File: src/rtl/warp_scheduler_pkg.sv
// Shared types and sizing for the warp scheduler, its arbiter and the program store.
package warp_scheduler_pkg;

  localparam int unsigned NUM_WARPS = 4;
  localparam int unsigned PC_W      = 4;
  localparam int unsigned WARP_W    = (NUM_WARPS > 1) ? $clog2(NUM_WARPS) : 1;
  localparam int unsigned CNT_W     = PC_W + 1;

  typedef enum logic [1:0] {
    WarpIdle     = 2'd0,
    WarpReady    = 2'd1,
    WarpIssued   = 2'd2,
    WarpCooldown = 2'd3
  } warp_state_e;

  function automatic logic [WARP_W-1:0] onehot_idx(input logic [NUM_WARPS-1:0] oh);
    logic [WARP_W-1:0] idx;
    idx = '0;
    for (int unsigned i = 0; i < NUM_WARPS; i++) begin
      if (oh[i]) idx = WARP_W'(i);
    end
    return idx;
  endfunction

endpackage

File: src/rtl/warp_scheduler_rr_arbiter.sv
// Combinational round-robin arbiter: first request at or after ptr_i wins, one-hot grant.
module warp_scheduler_rr_arbiter
  import warp_scheduler_pkg::*;
(
  input  logic [NUM_WARPS-1:0] req_i,
  input  logic [WARP_W-1:0]    ptr_i,
  output logic [NUM_WARPS-1:0] gnt_o
);

  logic [WARP_W-1:0] idx;
  logic              found;

  always_comb begin
    gnt_o = '0;
    found = 1'b0;
    idx   = '0;
    for (int unsigned k = 0; k < NUM_WARPS; k++) begin
      // NUM_WARPS is a power of two, so the index wraps naturally.
      idx = ptr_i + WARP_W'(k);
      if (!found && req_i[idx]) begin
        gnt_o[idx] = 1'b1;
        found      = 1'b1;
      end
    end
  end

endmodule

File: src/rtl/warp_scheduler.sv
// Multi-warp instruction issue scheduler: per-warp pc/count, round-robin issue slot,
// one-cycle cooldown between issues of the same warp, two-deep done queue.
module warp_scheduler
  import warp_scheduler_pkg::*;
(
  input  logic              clk,
  input  logic              rst,
  input  logic              launch_valid_i,
  output logic              launch_ready_o,
  input  logic [WARP_W-1:0] launch_warp_i,
  input  logic [PC_W-1:0]   launch_pc_i,
  input  logic [CNT_W-1:0]  launch_count_i,
  output logic              issue_valid_o,
  input  logic              issue_ready_i,
  output logic [WARP_W-1:0] issue_warp_o,
  output logic [PC_W-1:0]   issue_pc_o,
  output logic              done_valid_o,
  output logic [WARP_W-1:0] done_warp_o,
  output logic              busy_o
);

  warp_state_e      state_q [NUM_WARPS];
  warp_state_e      state_d [NUM_WARPS];
  logic [PC_W-1:0]  pc_q    [NUM_WARPS];
  logic [PC_W-1:0]  pc_d    [NUM_WARPS];
  logic [CNT_W-1:0] rem_q   [NUM_WARPS];
  logic [CNT_W-1:0] rem_d   [NUM_WARPS];

  logic              issue_valid_q, issue_valid_d;
  logic [WARP_W-1:0] issue_warp_q, issue_warp_d;
  logic [PC_W-1:0]   issue_pc_q, issue_pc_d;
  logic [WARP_W-1:0] ptr_q, ptr_d;
  logic              done_valid_q, done_valid_d;
  logic [WARP_W-1:0] done_warp_q, done_warp_d;
  logic              pend_valid_q, pend_valid_d;
  logic [WARP_W-1:0] pend_warp_q, pend_warp_d;

  logic [NUM_WARPS-1:0] req, gnt;
  logic [WARP_W-1:0]    gnt_idx;
  logic launch_zero, launch_fire, zero_fire, accept, load, acc_done;

  warp_scheduler_rr_arbiter u_arb (
    .req_i (req),
    .ptr_i (ptr_q),
    .gnt_o (gnt)
  );

  always_comb begin
    for (int unsigned i = 0; i < NUM_WARPS; i++) begin
      // A cooling-down warp may be reloaded on the edge that ends its gap cycle.
      req[i] = (state_q[i] == WarpReady) || (state_q[i] == WarpCooldown);
    end
    gnt_idx     = onehot_idx(gnt);
    launch_zero = (launch_count_i == '0);
    // A zero-count launch is held off while a done is still queued, so no done is lost.
    launch_ready_o = (state_q[launch_warp_i] == WarpIdle) && !(launch_zero && pend_valid_q);
    launch_fire = launch_valid_i && launch_ready_o;
    zero_fire   = launch_fire && launch_zero;
    accept      = issue_valid_q && issue_ready_i;
    load        = (!issue_valid_q || issue_ready_i) && (|req);
    acc_done    = accept && (rem_q[issue_warp_q] == CNT_W'(1));
  end

  always_comb begin
    state_d = state_q;
    pc_d    = pc_q;
    rem_d   = rem_q;
    for (int unsigned i = 0; i < NUM_WARPS; i++) begin
      if (state_q[i] == WarpCooldown) state_d[i] = WarpReady;
      if (accept && issue_warp_q == WARP_W'(i)) begin
        pc_d[i]    = pc_q[i] + PC_W'(1);
        rem_d[i]   = rem_q[i] - CNT_W'(1);
        state_d[i] = (rem_q[i] == CNT_W'(1)) ? WarpIdle : WarpCooldown;
      end
      if (load && gnt[i]) state_d[i] = WarpIssued;
      if (launch_fire && !launch_zero && launch_warp_i == WARP_W'(i)) begin
        pc_d[i]    = launch_pc_i;
        rem_d[i]   = launch_count_i;
        state_d[i] = WarpReady;
      end
    end
  end

  always_comb begin
    issue_valid_d = issue_valid_q;
    issue_warp_d  = issue_warp_q;
    issue_pc_d    = issue_pc_q;
    ptr_d         = ptr_q;
    if (load) begin
      issue_valid_d = 1'b1;
      issue_warp_d  = gnt_idx;
      issue_pc_d    = pc_q[gnt_idx];
      ptr_d         = gnt_idx + WARP_W'(1);
    end else if (accept) begin
      issue_valid_d = 1'b0;
    end
  end

  // Oldest first: queued done, then accept-done, then zero-count launch.
  always_comb begin
    done_valid_d = 1'b0;
    done_warp_d  = done_warp_q;
    pend_valid_d = 1'b0;
    pend_warp_d  = pend_warp_q;
    if (pend_valid_q) begin
      done_valid_d = 1'b1;
      done_warp_d  = pend_warp_q;
      if (acc_done) begin
        pend_valid_d = 1'b1;
        pend_warp_d  = issue_warp_q;
      end
    end else if (acc_done) begin
      done_valid_d = 1'b1;
      done_warp_d  = issue_warp_q;
      if (zero_fire) begin
        pend_valid_d = 1'b1;
        pend_warp_d  = launch_warp_i;
      end
    end else if (zero_fire) begin
      done_valid_d = 1'b1;
      done_warp_d  = launch_warp_i;
    end
  end

  always_ff @(posedge clk) begin
    if (rst) begin
      for (int unsigned i = 0; i < NUM_WARPS; i++) begin
        state_q[i] <= WarpIdle;
        pc_q[i]    <= '0;
        rem_q[i]   <= '0;
      end
      issue_valid_q <= 1'b0;
      issue_warp_q  <= '0;
      issue_pc_q    <= '0;
      ptr_q         <= '0;
      done_valid_q  <= 1'b0;
      done_warp_q   <= '0;
      pend_valid_q  <= 1'b0;
      pend_warp_q   <= '0;
    end else begin
      state_q       <= state_d;
      pc_q          <= pc_d;
      rem_q         <= rem_d;
      issue_valid_q <= issue_valid_d;
      issue_warp_q  <= issue_warp_d;
      issue_pc_q    <= issue_pc_d;
      ptr_q         <= ptr_d;
      done_valid_q  <= done_valid_d;
      done_warp_q   <= done_warp_d;
      pend_valid_q  <= pend_valid_d;
      pend_warp_q   <= pend_warp_d;
    end
  end

  always_comb begin
    busy_o = issue_valid_q;
    for (int unsigned i = 0; i < NUM_WARPS; i++) begin
      busy_o = busy_o | (state_q[i] != WarpIdle);
    end
  end

  assign issue_valid_o = issue_valid_q;
  assign issue_warp_o  = issue_warp_q;
  assign issue_pc_o    = issue_pc_q;
  assign done_valid_o  = done_valid_q;
  assign done_warp_o   = done_warp_q;

endmodule

File: config.mk
export PLATFORM = sky130hd
export DESIGN_NAME = warp_scheduler
export DESIGN_NICKNAME = d
export VERILOG_FILES = /design/src/rtl/warp_scheduler_pkg.sv /design/src/rtl/warp_scheduler_rr_arbiter.sv /design/src/rtl/warp_scheduler.sv
export SDC_FILE = /design/constraint.sdc
export NUM_CORES = 1
export LEC_CHECK = 0
export ABC_CLOCK_PERIOD_IN_PS = 3400
export BUFFER_PORTS_ARGS = -buffer_cell sky130_fd_sc_hd__buf_2
export CAP_MARGIN = 10
export CORE_MARGIN = 3
export CORE_UTILIZATION = 46
export DETAILED_ROUTE_END_ITERATION = 6
export SYNTH_ARGS = -nofsm -noshare
export SYNTH_HDL_FRONTEND = slang
export SYNTH_SLANG_ARGS = --single-unit
File: constraint.sdc
create_clock -name clk -period 3.4 [get_ports clk]
set_input_delay 0.17 -clock clk [delete_from_list [all_inputs] [get_ports clk]]
set_output_delay 0.17 -clock clk [all_outputs]
set_load 0.005 [all_outputs]
* Yosys cells after proc, flatten, opt, wreduce, memory -nomap -nowiden *
Cells that the tools add are included.

storage, ports and cells
  output and inout bits = 12
  input bits = 15
  register bits after elaboration = 59

operators by class
  muxes and demuxes = 85
  $add $sub $neg = 12
  bitwise operators = 10
  equal/unequal tests = 19
  reductions and logical operators = 67
  magnitude comparators = 11

operators with widths
  cell                                                               count
  two-way mux 4 bit                                                  14
  two-way mux 2 bit                                                  26
  two-way mux 5 bit                                                  10
  logical AND 1 bit                                                  27
  equality test 5 x 1 -> 1 bit, second input constant                5
  two-way mux 1 bit                                                  24
  nonzero test 2 bit                                                 10
  subtractor 5 x 1 -> 5 bit, second input constant                   4
  adder 4 x 1 -> 4 bit, second input constant                        4
  equality test 2 bit, second input constant                         8
  nonzero test 4 bit                                                 4
  nonzero test 3 bit                                                 5
  equality test 2 x 1 -> 1 bit, second input constant                6
  < comparator 2 x 3 -> 1 bit, second input constant                 4
  bitwise OR 4 bit                                                   3
  binary-select mux 5 bit (select 2 bit)                             1
  greater-or-equal comparator 3 bit, second input constant           3
  NOT 2 -> 3 bit                                                     3
  binary-select mux 1 bit (select 2 bit)                             4
  binary-select mux 4 bit (select 2 bit)                             1
  demux 1 bit (select 2 bit)                                         4
  greater-or-equal comparator 2 x 1 -> 1 bit, second input constant  4
  OR reduction 2 bit                                                 4
  zero test 1 bit                                                    6
  other kinds (9)                                                    20

* Longest topological paths before layout *
  depth after elaboration = 21
  gate-level depth with buffers = 10
  mapped depth without buffers = 8

* Modules after synthesis *
A second synthesis with hierarchy kept.

unflattened totals
  cell total of the unflattened synthesis = 426
  area total of the unflattened synthesis = 3,708.6 sq um

by module, submodules not included
  module                     cells each  instances  sequential area each (sq um)  area each (sq um)
  warp_scheduler             390         1          1,181.1                       3,370.7
  warp_scheduler_rr_arbiter  36          1          0.0                           337.8

* Worst setup path after synthesis *
OpenSTA, ideal clock, no wires.

  path kind = reg2reg
  start = reg ptr_q[0]
  end = reg issue_pc_q[0] (netlist: issue_pc_o[0])
  buffers on the path = 2
  stages on the path, launching flop included = 11
  period minus slack after synthesis = 2.542 ns
  data arrival time = 2.450 ns
  setup time = 0.092 ns
  slack = 0.858 ns
  cells stage by stage = dfxtp_1 > buf_4 > inv_1 > ha_1 > mux4_2 > a21oi_1 > a2111oi_4 > nor2_2 > buf_6 > o22ai_1 > o32ai_1

between the ends
  longest elaborated chain between the ends = 19
  elaborated cells between the ends (all ways) = 54
  classes of those cells = add/sub (3); order compare (8); mux (29); bitwise (4); reduce/logical (10)

ends and longest elaborated chain
  element                                                                               line                             RTL
  from (decl)                                                                           warp_scheduler.sv:32             logic [WARP_W-1:0] ptr_q, ptr_d;
  from (signal assigned)                                                                warp_scheduler.sv:147            ptr_q <= ptr_d;
  parallel branches: the longest is 11 deep, another holds < comparator 2 x 3 -> 1 bit  -
  two-way mux 4 bit (*)                                                                 warp_scheduler_rr_arbiter.sv:20  if (!found && req_i[idx]) begin
  two-way mux 1 bit                                                                     warp_scheduler_pkg.sv:20         if (oh[i]) idx = WARP_W'(i);
  two-way mux 2 bit                                                                     warp_scheduler_pkg.sv:20
  two-way mux 2 bit (*)                                                                 warp_scheduler_pkg.sv:20
  NOT 2 -> 3 bit (implied by the code) (*)                                              warp_scheduler.sv:92             issue_pc_d = pc_q[gnt_idx];
  binary-select mux 4 bit (select 2 bit) (*)                                            warp_scheduler.sv:92
  two-way mux 4 bit (implied by the code) (*) (2 in series)                             warp_scheduler.sv:92
  to (signal assigned)                                                                  warp_scheduler.sv:146            issue_pc_q <= issue_pc_d;
  to (decl)                                                                             warp_scheduler.sv:31             logic [PC_W-1:0] issue_pc_q, issue_pc_d;

Mark *: on every way between the ends. The select of a mux whose other input is x is not followed.
A chain may end at the register's enable or synchronous reset.

* Worst setup path in the final report *
  start = reg ptr_q[1]
  end = reg issue_pc_q[0] (netlist: issue_pc_o[0])

Same word-level chain as after synthesis.

==> impl_metrics.yaml <==
status:
  status: "completed"
floorplanning:
  die_y_um: 94.5
  pin_count: 27
  core_area_sq_um: 7410
  rows: 31
  start_util_pct: 48.7
  fp.dieW_um: 94.5
  die_area_sq_um: 8930
sta:
  grt_setup_unrepaired: "no"
  setup_viol: 0
  skew_ns: 0.00972
  hold_ws_ns: 0.157
  hold_viol: 0
  slew_viol_final: 0
  final.setup.tns_ns: 0
  fin_crit_ns: 2.99
  fin_crit_sh_pct: 88.0
  worst_slew_pin_slew_ns: 0.872
  slew_headroom_pct: 41.7
  fmax_mhz: 334
power_and_ir_drop:
  p_leak_nw: 1.48
  irDropWorstVdd_mv: 0.282
  pwr_density_cell_nw_per_um2: 583
hold_path:
  hold_path_class: "input port to flip-flop"
critical_path:
  worst_setup_path_end_kind: "flip-flop"
  crit_buf_inv: 1
  crit_type: "flip-flop to flip-flop"
  worstPathRequired_ns: 3.63
  critPathLaunchType: "flip-flop"
  critical_path_arrival_ns: 3.22
  cpLargestDelayFamily: "compound AO/OA/AOI/OAI gates"
  cp_cell_sequence: "inv_1, ha_1, mux4_2, a21oi_1, a2111oi_4, nor2_2, o22ai_1, o32ai_1"
  max_stage_delay_ns: 0.56
  crit_fanout: 12
  cpMaxStageDelayCell: "mux4_2"
logic_synthesis:
  synth_flop_cell: "dfxtp_1"
  synthMostInstantiatedCell: "dfxtp_1"
  ys_warn_count: 0
  synthCells: 429
  synth_nets: 464
  ys_seq_elements: 59
  synthArstFlopShare_pct: 0
  synth_edf_count: 0
  syn_area_sq_um: 3600
  synth_area_leaders: "dfxtp_1 (33%), ha_1 (6.9%), a211oi_1 (6.5%), nor2_1 (5.2%), nand2_1 (4.3%)"
  syn_avg_cell_area_sq_um: 8.40
  synth_top_area_share_pct: 32.8
  yosysUniqueCellTypes: 53
  synth_commonest_cells: "dfxtp_1 (59), nor2_1 (50), nand2_1 (41), a211oi_1 (31), ha_1 (20)"
  ys_seq_area_share_pct: 32.8
  synth.largest_area_cell: "dfxtp_1"
clock_tree:
  cts-buffers-inserted: 9
  post-cts-setup-buffer-count: 0
  cts.path.max_buffers: 2
  cts-root-buf: "clkbuf_8"
  ctsHoldBuffers: 0
  clk_latency_ns: 0.33
  clock-sinks: 59
  cts_tree: "yes"
  h-tree-depth: 3
  clk_pin_slew_ns: 0.07
  cts_resized: 0
layout:
  diodes: 0
  area_growth_pct: 9.34
  finalNetCount: 478
  drive_gt1_share_pct: 12.1
  nFillCells: 751
drt:
  drt-vias-per-instance: 5.64
  drc: 0
  drt_iter0_drc: 163
  wl_per_cell_um: 16.4
  vias: 3083
  wl_met3_um: 395
  routed_wl_um: 8960
  final_antenna_net_count: 0
  dr_wl_met2_um: 3990
  first_pass_iters: 5
  highest_layer: "met4"
  wl_met1_um: 4490
global_routing:
  grt_max_degree: 38
  grt_pass1_wl_um: 15000
  grt_antenna_before_repair: 0
  grtUsageTotal_pct: 21.6
  grt_pass1_vias: 2947
  overflow: 0
placement:
  dp_hpwl_um: 6380
  gp_congestion: 0.803
  port_buffers: 26
flow_run:
  cap_violations: 0
-- kinds of logic after synthesis --
kind of cell	after synthesis	synth area share, %
muxes	19	7.05
xor gates and xnor gates	27	6.56
adders and majority gates	20	6.94
and+or+nand+nor	158	20.8
DFF	59	32.8
AOI/OAI and AO/OA	102	20.3
buffers and inverters	44	5.62
-- path summary, 6_finish.rpt --
| path | slack (ns) | endpoint | from | cells after the start |
|---|---|---|---|---|
| worst max register to register | 0.41 | issue_pc_o[0] | ptr_q[1] | 8 |
| worst max-delay path | 0.41 | issue_pc_o[0] | ptr_q[1] | 8 |
| worst min-delay path | 0.16 | pc_q[12] | launch_pc_i[0] | 3 |
| worst min register to register | 0.46 | done_warp_o[0] | done_warp_o[0] | 2 |
-- cell type report --
class | count | area, sq um | share of cell area (%)
inverter | 16 | 60.1 | 1.52
sequential | 59 | 1180 | 30.0
clock inverter | 2 | 35.0 | 0.889
clock buffer | 14 | 153 | 3.87
multi-input combinational | 326 | 2220 | 56.3
tap | 99 | 124 | 3.14
timing repair buffer | 31 | 168 | 4.25
-- worst min-delay path, delay by kind of cell --
kind | cells | cell delay, ns
buffers and inverters | 1 | 0.12
AO/OA/AOI/OAI | 1 | 0.05
AND/OR/NAND/NOR | 1 | 0.10
-- layout by cell type (no fill, tap or decap), drive strengths merged, types with 5 or more instances in the layout --
cell type,n
nand3,10
nand4,6
nor3,13
a211oi,31
nand2,41
mux4,5
o21ai,16
dfxtp,59
inv,16
xor2,16
clkbuf,14
nand2b,5
nor2,52
o22ai,5
xnor2,11
ha,20
a21oi,16
mux2i,13
buf,31
nor2b,6
and3,6
o32ai,5
-- per-layer routing --
| layer | track usage, % | up-vias |
|---|---|---|
| met3 | 5.42 | 11 |
| met2 | 32.7 | 64 |
| met1 | 30.6 | 1437 |
| met5 | 0 | - |
| met4 | 5.65 | 0 |
| li1 | - | 1571 |
-- stage by stage --
| stage | util (%) | setup WS [ns] | cells | total power [mW] | instance area, sq um |
|---|---|---|---|---|---|
| after global placement | 50.7 | 0.630 | 531 | 1.67 | 3750 |
| after CTS | 53.2 | 0.418 | 547 | 2.31 | 3940 |
| after detailed placement | 50.7 | 0.458 | 531 | 1.68 | 3750 |
| final | 53.2 | 0.408 | 547 | 2.30 | 3940 |
| after global routing | 53.2 | 0.190 | 547 | 2.45 | 3940 |
| after floorplan | - | 0.858 | 429 | 1.50 | 3600 |
-- power by group --
| group | total [mW] | switching [mW] | internal (mW) |
|---|---|---|---|
| Combinational | 0.774 | 0.438 | 0.336 |
| Clock | 0.623 | 0.264 | 0.359 |
| Sequential | 0.900 | 0.120 | 0.780 |
-- flip-flops by register name, summed over array words and instances, names as in the netlist --
name           flops
issue_pc_o         4
ptr_q              2
issue_warp_o       2
done_valid_o       1
pend_warp_q        2
pc_q              16
rem_q             20
state_q            8
pend_valid_q       1
issue_valid_o      1
done_warp_o        2
Power figures use the tool's default switching activity.
